File: src/rtl/bus_pkg.sv
// Shared definitions for the round-robin bus arbiter: FSM states and
// configuration limits.
package bus_pkg;
    typedef enum logic {
        IDLE  = 1'b0,
        GRANT = 1'b1
    } arb_state_e;

    localparam int BUS_MAX_MASTERS  = 8;
    localparam int BUS_DEF_MAX_HOLD = 16;
endpackage

File: src/rtl/bus_rr_arbiter_if.sv
// Request/grant bundle between the bus masters and the round-robin arbiter.
interface bus_rr_arbiter_if #(
    parameter int N_MASTER = 4
);
    localparam int IW = $clog2(N_MASTER);

    logic [N_MASTER-1:0] req;
    logic [N_MASTER-1:0] grant;
    logic [IW-1:0]       grant_id;
    logic                grant_valid;
    logic                timeout_evt;

    modport master (output req, input grant, grant_id, grant_valid, timeout_evt);
    modport slave  (input req, output grant, grant_id, grant_valid, timeout_evt);
endinterface

File: src/rtl/rr_pick.sv
// Combinational rotating-priority picker: first set request at or after ptr,
// wrapping modulo N.
module rr_pick #(
    parameter int N = 4,
    localparam int IW = $clog2(N)
) (
    input  logic [N-1:0]  req_i,
    input  logic [IW-1:0] ptr_i,
    output logic [N-1:0]  win_o,
    output logic [IW-1:0] idx_o,
    output logic          any_o
);
    localparam logic [IW:0] N_W = N[IW:0];

    logic [N-1:0]  rot;
    logic [IW-1:0] off;
    logic [IW:0]   sum;

    assign any_o = |req_i;

    always_comb begin
        // Rotate so bit 0 is the master at ptr; lowest set bit is the winner offset.
        rot = N'({req_i, req_i} >> ptr_i);
        off = '0;
        for (int i = N - 1; i >= 0; i--) begin
            if (rot[i]) off = IW'(i);
        end
        sum = {1'b0, ptr_i} + {1'b0, off};
        if (sum >= N_W) sum = sum - N_W;
        idx_o = sum[IW-1:0];
        win_o = any_o ? (N'(1) << idx_o) : '0;
    end
endmodule

File: src/rtl/bus_rr_arbiter.sv
// Round-robin bus arbiter with a mandatory dead cycle between owners.
// Optional forced rotation after MAX_HOLD cycles when HOLD_TIMEOUT_EN is defined.
module bus_rr_arbiter
    import bus_pkg::*;
#(
    parameter int N_MASTER = 4,
    parameter int MAX_HOLD = BUS_DEF_MAX_HOLD
) (
    input logic            clk,
    input logic            reset_n,
    bus_rr_arbiter_if.slave bus
);
    localparam int IW = $clog2(N_MASTER);

    generate
        if (N_MASTER < 2 || N_MASTER > BUS_MAX_MASTERS || MAX_HOLD < 2 || MAX_HOLD > 255) begin : g_bad_cfg
            $error("bus_rr_arbiter: N_MASTER or MAX_HOLD out of range");
        end
    endgenerate

    arb_state_e          state_q;
    logic [N_MASTER-1:0] grant_q;
    logic [IW-1:0]       grant_id_q;
    logic                grant_valid_q;
    logic [IW-1:0]       ptr_q;
    logic [IW-1:0]       nxt_ptr_d;
    logic                owner_req;

    logic [N_MASTER-1:0] pick_win;
    logic [IW-1:0]       pick_idx;
    logic                pick_any;

    rr_pick #(.N(N_MASTER)) u_pick (
        .req_i (bus.req),
        .ptr_i (ptr_q),
        .win_o (pick_win),
        .idx_o (pick_idx),
        .any_o (pick_any)
    );

    // On any release the owner drops to lowest priority.
    assign nxt_ptr_d = (grant_id_q == IW'(N_MASTER - 1)) ? '0 : grant_id_q + IW'(1);
    assign owner_req = bus.req[grant_id_q];

`ifdef HOLD_TIMEOUT_EN
    localparam logic [7:0] HOLD_MAX = 8'(MAX_HOLD);
    logic [7:0] hold_q;
    logic       timeout_q;
    logic       others_req;
    assign others_req = |(bus.req & ~grant_q);
`endif

    always_ff @(posedge clk) begin
        if (!reset_n) begin
            state_q       <= IDLE;
            grant_q       <= '0;
            grant_id_q    <= '0;
            grant_valid_q <= 1'b0;
            ptr_q         <= '0;
`ifdef HOLD_TIMEOUT_EN
            hold_q        <= '0;
            timeout_q     <= 1'b0;
`endif
        end else begin
`ifdef HOLD_TIMEOUT_EN
            timeout_q <= 1'b0;
`endif
            case (state_q)
                IDLE: begin
                    if (pick_any) begin
                        state_q       <= GRANT;
                        grant_q       <= pick_win;
                        grant_id_q    <= pick_idx;
                        grant_valid_q <= 1'b1;
`ifdef HOLD_TIMEOUT_EN
                        hold_q        <= 8'd1;
`endif
                    end
                end
                GRANT: begin
                    if (!owner_req) begin
                        state_q       <= IDLE;
                        grant_q       <= '0;
                        grant_valid_q <= 1'b0;
                        ptr_q         <= nxt_ptr_d;
`ifdef HOLD_TIMEOUT_EN
                    end else if (hold_q == HOLD_MAX && others_req) begin
                        state_q       <= IDLE;
                        grant_q       <= '0;
                        grant_valid_q <= 1'b0;
                        ptr_q         <= nxt_ptr_d;
                        timeout_q     <= 1'b1;
                    end else if (hold_q != HOLD_MAX) begin
                        hold_q        <= hold_q + 8'd1;
`endif
                    end
                end
                default: state_q <= IDLE;
            endcase
        end
    end

    assign bus.grant       = grant_q;
    assign bus.grant_id    = grant_id_q;
    assign bus.grant_valid = grant_valid_q;
`ifdef HOLD_TIMEOUT_EN
    assign bus.timeout_evt = timeout_q;
`else
    assign bus.timeout_evt = 1'b0;
`endif
endmodule

File: src/flat_wrapper.sv
// flat-port wrapper written by rule: the top's interface ports become plain ports
module bus_rr_arbiter_flat import bus_pkg::*;
#(
    parameter int N_MASTER = 4,
    parameter int MAX_HOLD = BUS_DEF_MAX_HOLD
)
  (clk, reset_n, bus_req, bus_grant, bus_grant_id, bus_grant_valid, bus_timeout_evt);
  bus_rr_arbiter_if #(.N_MASTER(N_MASTER)) bus_i ();
  input logic clk;
  input logic reset_n;
  input wire logic [$bits(bus_i.req)-1:0] bus_req;
  output wire logic [$bits(bus_i.grant)-1:0] bus_grant;
  output wire logic [$bits(bus_i.grant_id)-1:0] bus_grant_id;
  output wire logic [$bits(bus_i.grant_valid)-1:0] bus_grant_valid;
  output wire logic [$bits(bus_i.timeout_evt)-1:0] bus_timeout_evt;
  assign bus_i.req = bus_req;
  assign bus_grant = bus_i.grant;
  assign bus_grant_id = bus_i.grant_id;
  assign bus_grant_valid = bus_i.grant_valid;
  assign bus_timeout_evt = bus_i.timeout_evt;
  bus_rr_arbiter #(.N_MASTER(N_MASTER), .MAX_HOLD(MAX_HOLD)) u_core (.clk(clk), .reset_n(reset_n), .bus(bus_i));
endmodule
File: config.mk
export PLATFORM = sky130hd
export DESIGN_NAME = bus_rr_arbiter_flat
export DESIGN_NICKNAME = d
export VERILOG_FILES = /design/src/rtl/bus_pkg.sv /design/src/rtl/bus_rr_arbiter_if.sv /design/src/rtl/rr_pick.sv /design/src/rtl/bus_rr_arbiter.sv /design/src/flat_wrapper.sv
export SDC_FILE = /design/constraint.sdc
export NUM_CORES = 1
export LEC_CHECK = 0
export BUFFER_PORTS_ARGS = -buffer_cell sky130_fd_sc_hd__buf_4
export CORE_MARGIN = 4
export CORE_UTILIZATION = 32
export DETAILED_ROUTE_END_ITERATION = 10
export GPL_ROUTABILITY_DRIVEN = 0
export GPL_TIMING_DRIVEN = 0
export PLACE_DENSITY_LB_ADDON = 0.12
export SYNTH_ARGS = -nofsm -noshare
export SYNTH_HDL_FRONTEND = slang
export SYNTH_HIERARCHICAL = 1
export SYNTH_SLANG_ARGS = --single-unit
File: constraint.sdc
create_clock -name clk -period 5 [get_ports clk]
set_input_delay 0.75 -clock clk [delete_from_list [all_inputs] [get_ports clk]]
set_output_delay 0.75 -clock clk [all_outputs]
set_load 0.005 [all_outputs]
==> results of run 1 <==
==> cells in the mapped netlist <==
library cell,number,area (µm²)
nor3b_1,5,37.54
and3b_1,2,17.52
o21ai_0,2,10.01
buf_6,2,22.52
or2b_1,1,7.510
conb_1,1,3.750
nand2b_1,3,18.77
clkbuf_1,1,3.750
mux2_4,1,15.01
a21oi_1,4,20.02
o22ai_1,5,31.28
mux2i_1,8,80.08
nand2_1,15,56.30
nor2b_1,5,31.28
buf_2,1,5.000
o21ai_2,2,17.52
mux2_2,1,11.26
dfxtp_1,10,200.2
o2bb2ai_1,1,8.760
xor2_1,1,8.760
nand4_1,1,6.260
a22oi_1,1,7.510
and2_1,1,6.260
or4_4,1,11.26
a31oi_1,1,6.260
nor2_1,4,15.01
and2b_1,3,22.52
o21ai_1,1,5.000
a31o_2,1,8.760
ha_1,2,25.02
o21a_1,1,7.510
o22a_2,1,10.01
buf_4,1,7.510
o211ai_1,1,7.510
nor3_1,1,5.000
==> kinds of logic after synthesis <==
kind of cell | share of synthesized area (%)
and+or+nand+nor | 31.02
AOI/OAI and AO/OA | 18.48
muxes | 14.03
DFF | 26.40
buffers and inverters | 5.115
adders and majority gates | 3.300
other | 0.4946
xor gates and xnor gates | 1.155
==> layout by cell type, fill, tap and decap left out, types with 2 or more instances in the layout <==
| master | n |
|---|---|
| a21oi_1 | 4 |
| and2b_1 | 3 |
| and3b_1 | 2 |
| buf_4 | 13 |
| buf_6 | 2 |
| clkbuf_4 | 3 |
| dfxtp_1 | 10 |
| ha_1 | 2 |
| mux2i_1 | 8 |
| nand2_1 | 15 |
| nand2b_1 | 3 |
| nor2_1 | 4 |
| nor2b_1 | 5 |
| nor3b_1 | 5 |
| o21ai_0 | 2 |
| o21ai_2 | 2 |
| o22ai_1 | 5 |
==> worst max path at each step <==
stage | from | cells after the start | to
6_report | bus_req[1] | 12 | u_core/bus.grant[3]
5_1_grt | bus_req[1] | 12 | u_core/bus.grant[3]
3_5_place_dp | bus_req[1] | 12 | u_core/bus.grant[3]
2_1_floorplan | bus_req[1] | 11 | u_core/bus.grant[0]
4_1_cts | bus_req[1] | 12 | u_core/bus.grant[3]
3_3_place_gp | bus_req[1] | 12 | u_core/bus.grant[3]
==> sequential cells by signal, summed over array words and instances (netlist names) <==
| name | count |
|---|---|
| u_core/bus.grant | 4 |
| u_core/bus.grant_id | 2 |
| u_core/ptr_q | 2 |
| u_core/bus.grant_valid | 1 |
| u_core/state_q | 1 |
==> report_power, final <==
part / internal, µW / switching (µW) / total (µW) / leakage [µW]
Combinational: 55.3 / 48.6 / 104 / 0.000321
Clock: 44.2 / 28.9 / 73.1 / 0.0000210
Sequential: 91.7 / 13.8 / 105 / 0.0000822
Total: 191 / 91.3 / 283 / 0.000424
==> metrics by stage <==
stage	instance area [µm²]	utilization [%]	hold slack [ps]
6_report	919.6	41.18	465.3
2_1_floorplan	758.2	-	452.5
3_5_place_dp	883.3	39.55	461.6
4_1_cts	919.6	41.18	472.3
5_1_grt	919.6	41.18	523.1
3_3_place_gp	883.3	39.55	452.1
==> layout make-up <==
class	count	area, µm²
plain buffers	5	38.79
clock buffers	4	36.28
fillers	247	1314
multi-input cells	77	519.2
flip-flops and latches	10	200.2
well taps	28	35.03
repair buffers	12	90.09
==> layer usage <==
layer	part of all wire, %	track usage, %	wire length, µm	vias to the layer above
met3	4.7	1.609	80	2
met2	47	18.32	789	15
li1	-	-	-	361
met5	0	0	0	-
met4	1.0	5.085	17	0
met1	48	15.03	803	312
==> worst max-delay path, cell delays in order <==
cell	delay (ps)
buf_4	110
buf_6	130
nor2b_1	100
a21oi_1	40
o211ai_1	150
o21a_1	140
ha_1	150
xor2_1	220
nand4_1	200
a21oi_1	230
mux2i_1	100
o22ai_1	150
==> flow_summary_export.csv, run 1 <==
group,metric,value,unit
sta,timing.fmax,0.4369,GHz
final_layout,layout.nets,117,
synthesis,ys_seq_area_share,26.40,%
cts,cts_sinks,10,
sta,setup_ws,2711,ps
floorplan,std_cell_rows,17,
grt,grt_usage,11.43,%
synthesis,syn_area,758.2,µm²
job,cap_viol_max_count,0,
setup_path,cp-start-kind,"input pin",
cts,cts_buffers,3,
cts,clock_latency,270,ps
cts,clk_pin_slew,70,ps
floorplan,ios,14,
min_path,min_to,"u_core/bus.grant_valid",
setup_path,worstPathRequired,5190,ps
floorplan,core_area,2233,µm²
min_path,min_path_type,"register to register",
sta,tns,0,ps
route,dr.pass1.iters,4,
sta,finalClockSkew,1.663,ps
grt,grt_max_degree,11,
final_layout,syn_to_final_growth,21.29,%
placed_design,pre_cts_ws,2401,ps
grt,grt_pass1_vias,640,
sta,post-route-min-period,2289,ps
setup_path,worstSetupPathType,"input pin to register",
route,wire_per_inst,12.43,µm
grt,grt_pass1_wl,2939,µm
setup_path,r2r-start,"u_core/ptr_q[1]",
setup_path,worst_r2r_endpoint,"u_core/bus.grant[3]",
setup_path,arrival,2480,ps
sta,hold_viol,0,
setup_path,r2r_setup_slack,2880,ps
pwr,power.density,307.2,nW/µm²
cts,clock_path_buffers,2,
route,drt-total-wl,1690,µm
floorplan,die_y,56.68,µm
route,vias_per_cell,5.074,
placed_design,io_buffers,12,
route,drc,0,
min_path,min-delay-start,"u_core/bus.grant_valid",
cts,post_cts_resized,0,
placed_design,placed_cells,132,
pwr,ir_worst_vdd,178.2,µV
synthesis,yosysWarnings,6,
route,first_iter_violations,9,
grt,grt_antenna_before_repair,0,
cts,htreeDepth,1,
min_path,hold_depth,2,
final_layout,diodes,0,
cts,root_buffer,"clkbuf_4",
sta,setup_violations,0,
sta,rsz0062_at_grt,"no",
floorplan,fp.dieW,56.68,µm
grt,grt_overflow,0,
synthesis,ys_ff_latch,10,
synthesis,synth_cell_types,35,
cts,cts_setup_buffers,0,
floorplan,die_area,3212,µm²
setup_path,endpoint_kind,"register",
route,num_vias,690,
setup_path,critical_path.max_fanout,9,
synthesis,avgSynthCellArea,8.242,µm²
final_layout,drive_above_1_share,25.00,%
floorplan,start_util,33.95,%
placed_design,dp_hpwl,1292,µm
status,status,"finished, final reports clean",
cts,ctsHoldBuffers,0,
pwr,p_leak,0.0004241,µW
pwr,power,282.5,µW
sta,slew_violations,0,
synthesis,syn-num-nets,100,
cts,cts_tree,"built",
sta,period_share,45.77,%
final_layout,stdcell_count,136,
synthesis,synth_cells,92,
setup_path,ff2ff_path_depth,11,
route,antenna_left,0,
Note: power is estimated with default switching activity, not from simulation.
==> inputs of run 2 (changes only) <==
Clock period 5 ns to 2.2 ns, I/O delays scaled along.
==> run 2 against run 1 <==
Against the previous run: core utilization rose by 2.3 points; worst setup slack got worse by 2600 ps; global-route usage did not move; sequential power rose by 130%; clock skew barely moved; hold slack got worse by 120 ps; count of clock-buffer cells in the layout did not move; critical path type is now register to register.
==> flow_summary_export.csv, run 2 (same netlist as run 1, synthesis figures left out) <==
group,metric,value,unit
pwr,seqPwrFrac,35.6,%
pwr,ir_worst_vdd,406.9,µV
placed_design,io_buffers,12,
grt,grt_pass1_wl,2939,µm
final_layout,largest_reg_flops,4,
setup_path,endpoint_kind,"register",
grt,grt_pass1_vias,640,
cts,root_buffer,"clkbuf_4",
status,status,"finished, final reports clean",
job,cap_viol_max_count,0,
placed_design,pre_cts_ws,21.49,ps
pwr,power_frac_clock,24.8,%
pwr,power.switching,222.7,µW
floorplan,start_util,33.95,%
final_layout,syn_to_final_growth,28.05,%
pwr,power.density,695.7,nW/µm²
floorplan,ios,14,
floorplan,fp.dieW,56.68,µm
route,antenna_left,0,
sta,slew_violations,0,
route,drt-total-wl,1745,µm
route,first_iter_violations,18,
floorplan,core_area,2233,µm²
floorplan,std_cell_rows,17,
grt,grt_antenna_before_repair,0,
sta,period_share,94.51,%
cts,clock_path_buffers,2,
sta,timing.fmax,0.4809,GHz
final_layout,layout.nets,119,
min_path,hold_depth,3,
grt,grt_overflow,0,
pwr,p_leak,0.0004397,µW
min_path,min_path_type,"input pin to register",
grt,grt_max_degree,11,
sta,hold_ws,347.5,ps
cts,cts_sinks,10,
cts,cts_buffers,3,
route,num_vias,712,
setup_path,cp-start-kind,"register",
route,vias_per_cell,5.159,
pwr,switching_share,32.97,%
sta,setup_ws,120.7,ps
floorplan,die_y,56.68,µm
cts,clk_pin_slew,70,ps
pwr,p_int,452.7,µW
setup_path,ff2ff_path_depth,12,
sta,setup_violations,0,
sta,finalClockSkew,1.536,ps
final_layout,drive_above_1_share,33.64,%
route,drc,0,
grt,grt_usage,11.43,%
sta,rsz0062_at_grt,"yes",
route,wire_per_inst,12.64,µm
cts,cts_tree,"built",
cts,htreeDepth,1,
floorplan,die_area,3212,µm²
pwr,pwr-share-comb,39.6,%
cts,clock_latency,270,ps
final_layout,diodes,0,
final_layout,final_cell_mix,"buf_4, nand2_1, dfxtp_1",
route,dr.pass1.iters,4,
setup_path,worstSetupPathType,"register to register",
setup_path,worstPathRequired,2400,ps
setup_path,arrival,2280,ps
sta,hold_viol,0,
setup_path,critical_path.max_fanout,6,
sta,post-route-min-period,2079,ps
placed_design,dp_hpwl,1292,µm
run 2: final timing paths:
kind	startpoint	endpoint	slack, ps
max	u_core/ptr_q[1]	u_core/bus.grant[3]	120
min	reset_n	u_core/ptr_q[1]	350
max reg2reg	u_core/ptr_q[1]	u_core/bus.grant[3]	120
min reg2reg	u_core/bus.grant_valid	u_core/bus.grant_valid	470
run 2: through the flow:
| stage | area [µm²] | instances | util, % | power, µW | TNS [ps] |
|---|---|---|---|---|---|
| after floorplan | 758.2 | 92 | - | 404.6 | 0 |
| after global placement | 883.3 | 132 | 39.55 | 482.2 | 0 |
| after detailed placement | 883.3 | 132 | 39.55 | 484.4 | 0 |
| after CTS | 919.6 | 136 | 41.18 | 654.3 | 0 |
| after global routing | 970.9 | 138 | 43.47 | 727.6 | -51.61 |
| final | 970.9 | 138 | 43.47 | 675.4 | 0 |
run 2: repair_timing:
item,in CTS,in global routing
hold buffers,0,0
endpoints found under the setup margin,0,5
buffers inserted,0,2
resized for setup,0,8
run 2: metal layers:
layer,GRT usage [%],routed length (µm)
met4,5.085,30
met2,18.32,821
met5,0,0
met1,15.03,842
met3,1.609,50
run 2: final cells by class:
cell class	count	area (µm²)
Timing Repair Buffer	14	105.1
Clock buffer	4	36.28
Fill cell	244	1262
Buffer	5	38.79
Tap cell	28	35.03
Sequential cell	10	201.4
Multi-Input combinational cell	77	554.3
run 2: worst max-delay path, cell delays in order (launching register included):
cell and delay [ps]:
dfxtp_2 340, buf_6 120, nand2b_4 130, a21oi_2 100, o211ai_1 90, o21a_1 130, ha_2 180, xor2_2 180
buf_4 130, a31o_2 230, a21oi_2 140, mux2i_1 90, o22ai_1 150
run 2: power by group through the flow:
stage | Combinational, µW | Sequential, µW | Clock (µW)
3_5_place_dp | 240 | 245 | 0
4_1_cts | 241 | 241 | 173
3_3_place_gp | 238 | 244 | 0
6_report | 268 | 240 | 168
5_1_grt | 302 | 246 | 179
2_1_floorplan | 165 | 239 | 0
==> inputs of run 3 (changes only) <==
Settings changed: CAP_MARGIN from default to 20, CELL_PAD_IN_SITES_DETAIL_PLACEMENT from default to 1, CELL_PAD_IN_SITES_GLOBAL_PLACEMENT from default to 2, CORE_UTILIZATION 32 to 31.
==> run 3 against run 2 <==
Against the previous run: core utilization down 1.3 points; first-iteration DRC count decreased by 56%; clock skew decreased by 0.91 ps; die area grew 2.8%; cell area shrank 1.0%; sequential share of layout area up 0.22 points; via count grew 2.2%; clock power is 29% lower; fmax decreased by 0.17%; hold slack improved by 11 ps; global-route usage rose by 0.56 points; critical path type unchanged; largest cell class unchanged; largest power group unchanged.
==> flow_summary_export.csv, run 3 (same netlist as run 1, synthesis figures left out) <==
group,metric,value,unit
sta,period_share,94.67,%
final_layout,seq_area,201.4,µm²
route,num_vias,728,
cts,cts_sinks,10,
cts,ctsHoldBuffers,0,
floorplan,die_y,57.46,µm
sta,setup_violations,0,
route,drc,0,
cts,clk_pin_slew,60,ps
placed_design,placed_cells,132,
final_layout,diodes,0,
sta,rsz0062_at_grt,"yes",
cts,root_buffer,"clkbuf_4",
cts,clock_path_buffers,2,
setup_path,critical_path.max_fanout,5,
final_layout,layout.nets,119,
floorplan,fp.dieW,57.46,µm
sta,hold_viol,0,
cts,clock_latency,250,ps
route,drt-total-wl,1845,µm
placed_design,dp_hpwl,1421,µm
sta,post-route-min-period,2083,ps
pwr,ir_worst_vdd,310.2,µV
floorplan,die_area,3301,µm²
setup_path,worstPathRequired,2320,ps
cts,htreeDepth,1,
floorplan,std_cell_rows,17,
min_path,min_path_type,"input pin to register",
route,vias_per_cell,5.314,
grt,grt_pass1_vias,700,
setup_path,endpoint_kind,"register",
status,status,"finished, final reports clean",
job,cap_viol_max_count,0,
grt,grt_antenna_before_repair,0,
grt,grt_max_degree,11,
sta,slew_violations,0,
sta,timing.fmax,0.4801,GHz
route,antenna_left,0,
setup_path,cp-start-kind,"register",
floorplan,start_util,33.31,%
sta,setup_ws,117.2,ps
grt,grt_usage,11.99,%
final_layout,largest_reg_flops,4,
cts,cts_tree,"built",
route,first_iter_violations,8,
final_layout,final_cell_mix,"buf_4, nand2_1, dfxtp_1",
final_layout,stdcell_count,137,
sta,finalClockSkew,0.6240,ps
pwr,power.density,655.5,nW/µm²
placed_design,pre_cts_ws,-43.02,ps
route,wire_per_inst,13.47,µm
final_layout,fill_cells,277,
setup_path,worstSetupPathType,"register to register",
placed_design,io_buffers,12,
pwr,p_leak,0.0004320,µW
final_layout,multiInputGateArea,558.0,µm²
route,dr.pass1.iters,4,
setup_path,arrival,2200,ps
grt,grt_pass1_wl,3174,µm
floorplan,core_area,2276,µm²
final_layout,syn_to_final_growth,26.73,%
cts,cts_buffers,3,
floorplan,ios,14,
grt,grt_overflow,0,
final_layout,drive_above_1_share,33.94,%
-- run 3: cell count changes in the layout (fill, tap and decap cells not counted) --
cell	delta
a21oi_1	-1
a21oi_2	+1
clkbuf_8	-1
-- run 3: where the power goes --
part	switching [µW]	leakage [µW]	internal (µW)
registers	32.5	0.0000827	209
clock network	56.5	0.0000138	62.9
logic	127	0.000336	142
-- run 3: final timing paths --
path	from	endpoint	slack [ps]	cells past startpoint
worst max-delay path	u_core/ptr_q[1]	u_core/bus.grant[0]	120	11
worst min-delay path	reset_n	u_core/ptr_q[1]	360	3
worst max register to register	u_core/ptr_q[1]	u_core/bus.grant[0]	120	11
worst min register to register	u_core/bus.grant_valid	u_core/bus.grant_valid	470	2
-- run 3: final cells by class --
class	count	area share [%]
flip-flops and latches	10	20.96
plain buffers	5	4.036
repair buffers	14	10.94
clock buffers	3	2.344
well taps	28	3.646
multi-input cells	77	58.07
-- run 3: routing by layer --
layer	part of all wire [%]	track usage, %
met5	0	0
met4	0.49	5.960
met3	3.0	1.584
met2	51	20.32
met1	46	14.69
-- run 3: stage by stage --
stage	TNS (ps)	total power [µW]	hold WS (ps)	util, %	area [µm²]
final	0	629.9	358.9	42.22	960.9
after global routing	-125.6	688.1	373.0	42.22	960.9
after CTS	0	623.6	358.7	40.63	924.6
after detailed placement	-66.86	490.0	460.0	38.81	883.3
after global placement	0	481.5	451.7	38.81	883.3
after floorplan	0	404.6	452.5	-	758.2
-- run 3: worst max-delay path, stage by stage (launching register included) --
cell and delay, ps:
dfxtp_2 340, buf_6 120, nand2b_4 130, a21oi_2 110, o211ai_1 90, o21a_1 130
ha_2 180, xor2_2 190, nand4_1 200, nor3b_2 220, mux2i_1 150, o22ai_1 90
-- run 3: timing repair --
action,CTS,global route
endpoints found under the setup margin,1,5
buffers inserted,1,1
resized for setup,2,7
pin swaps,1,5
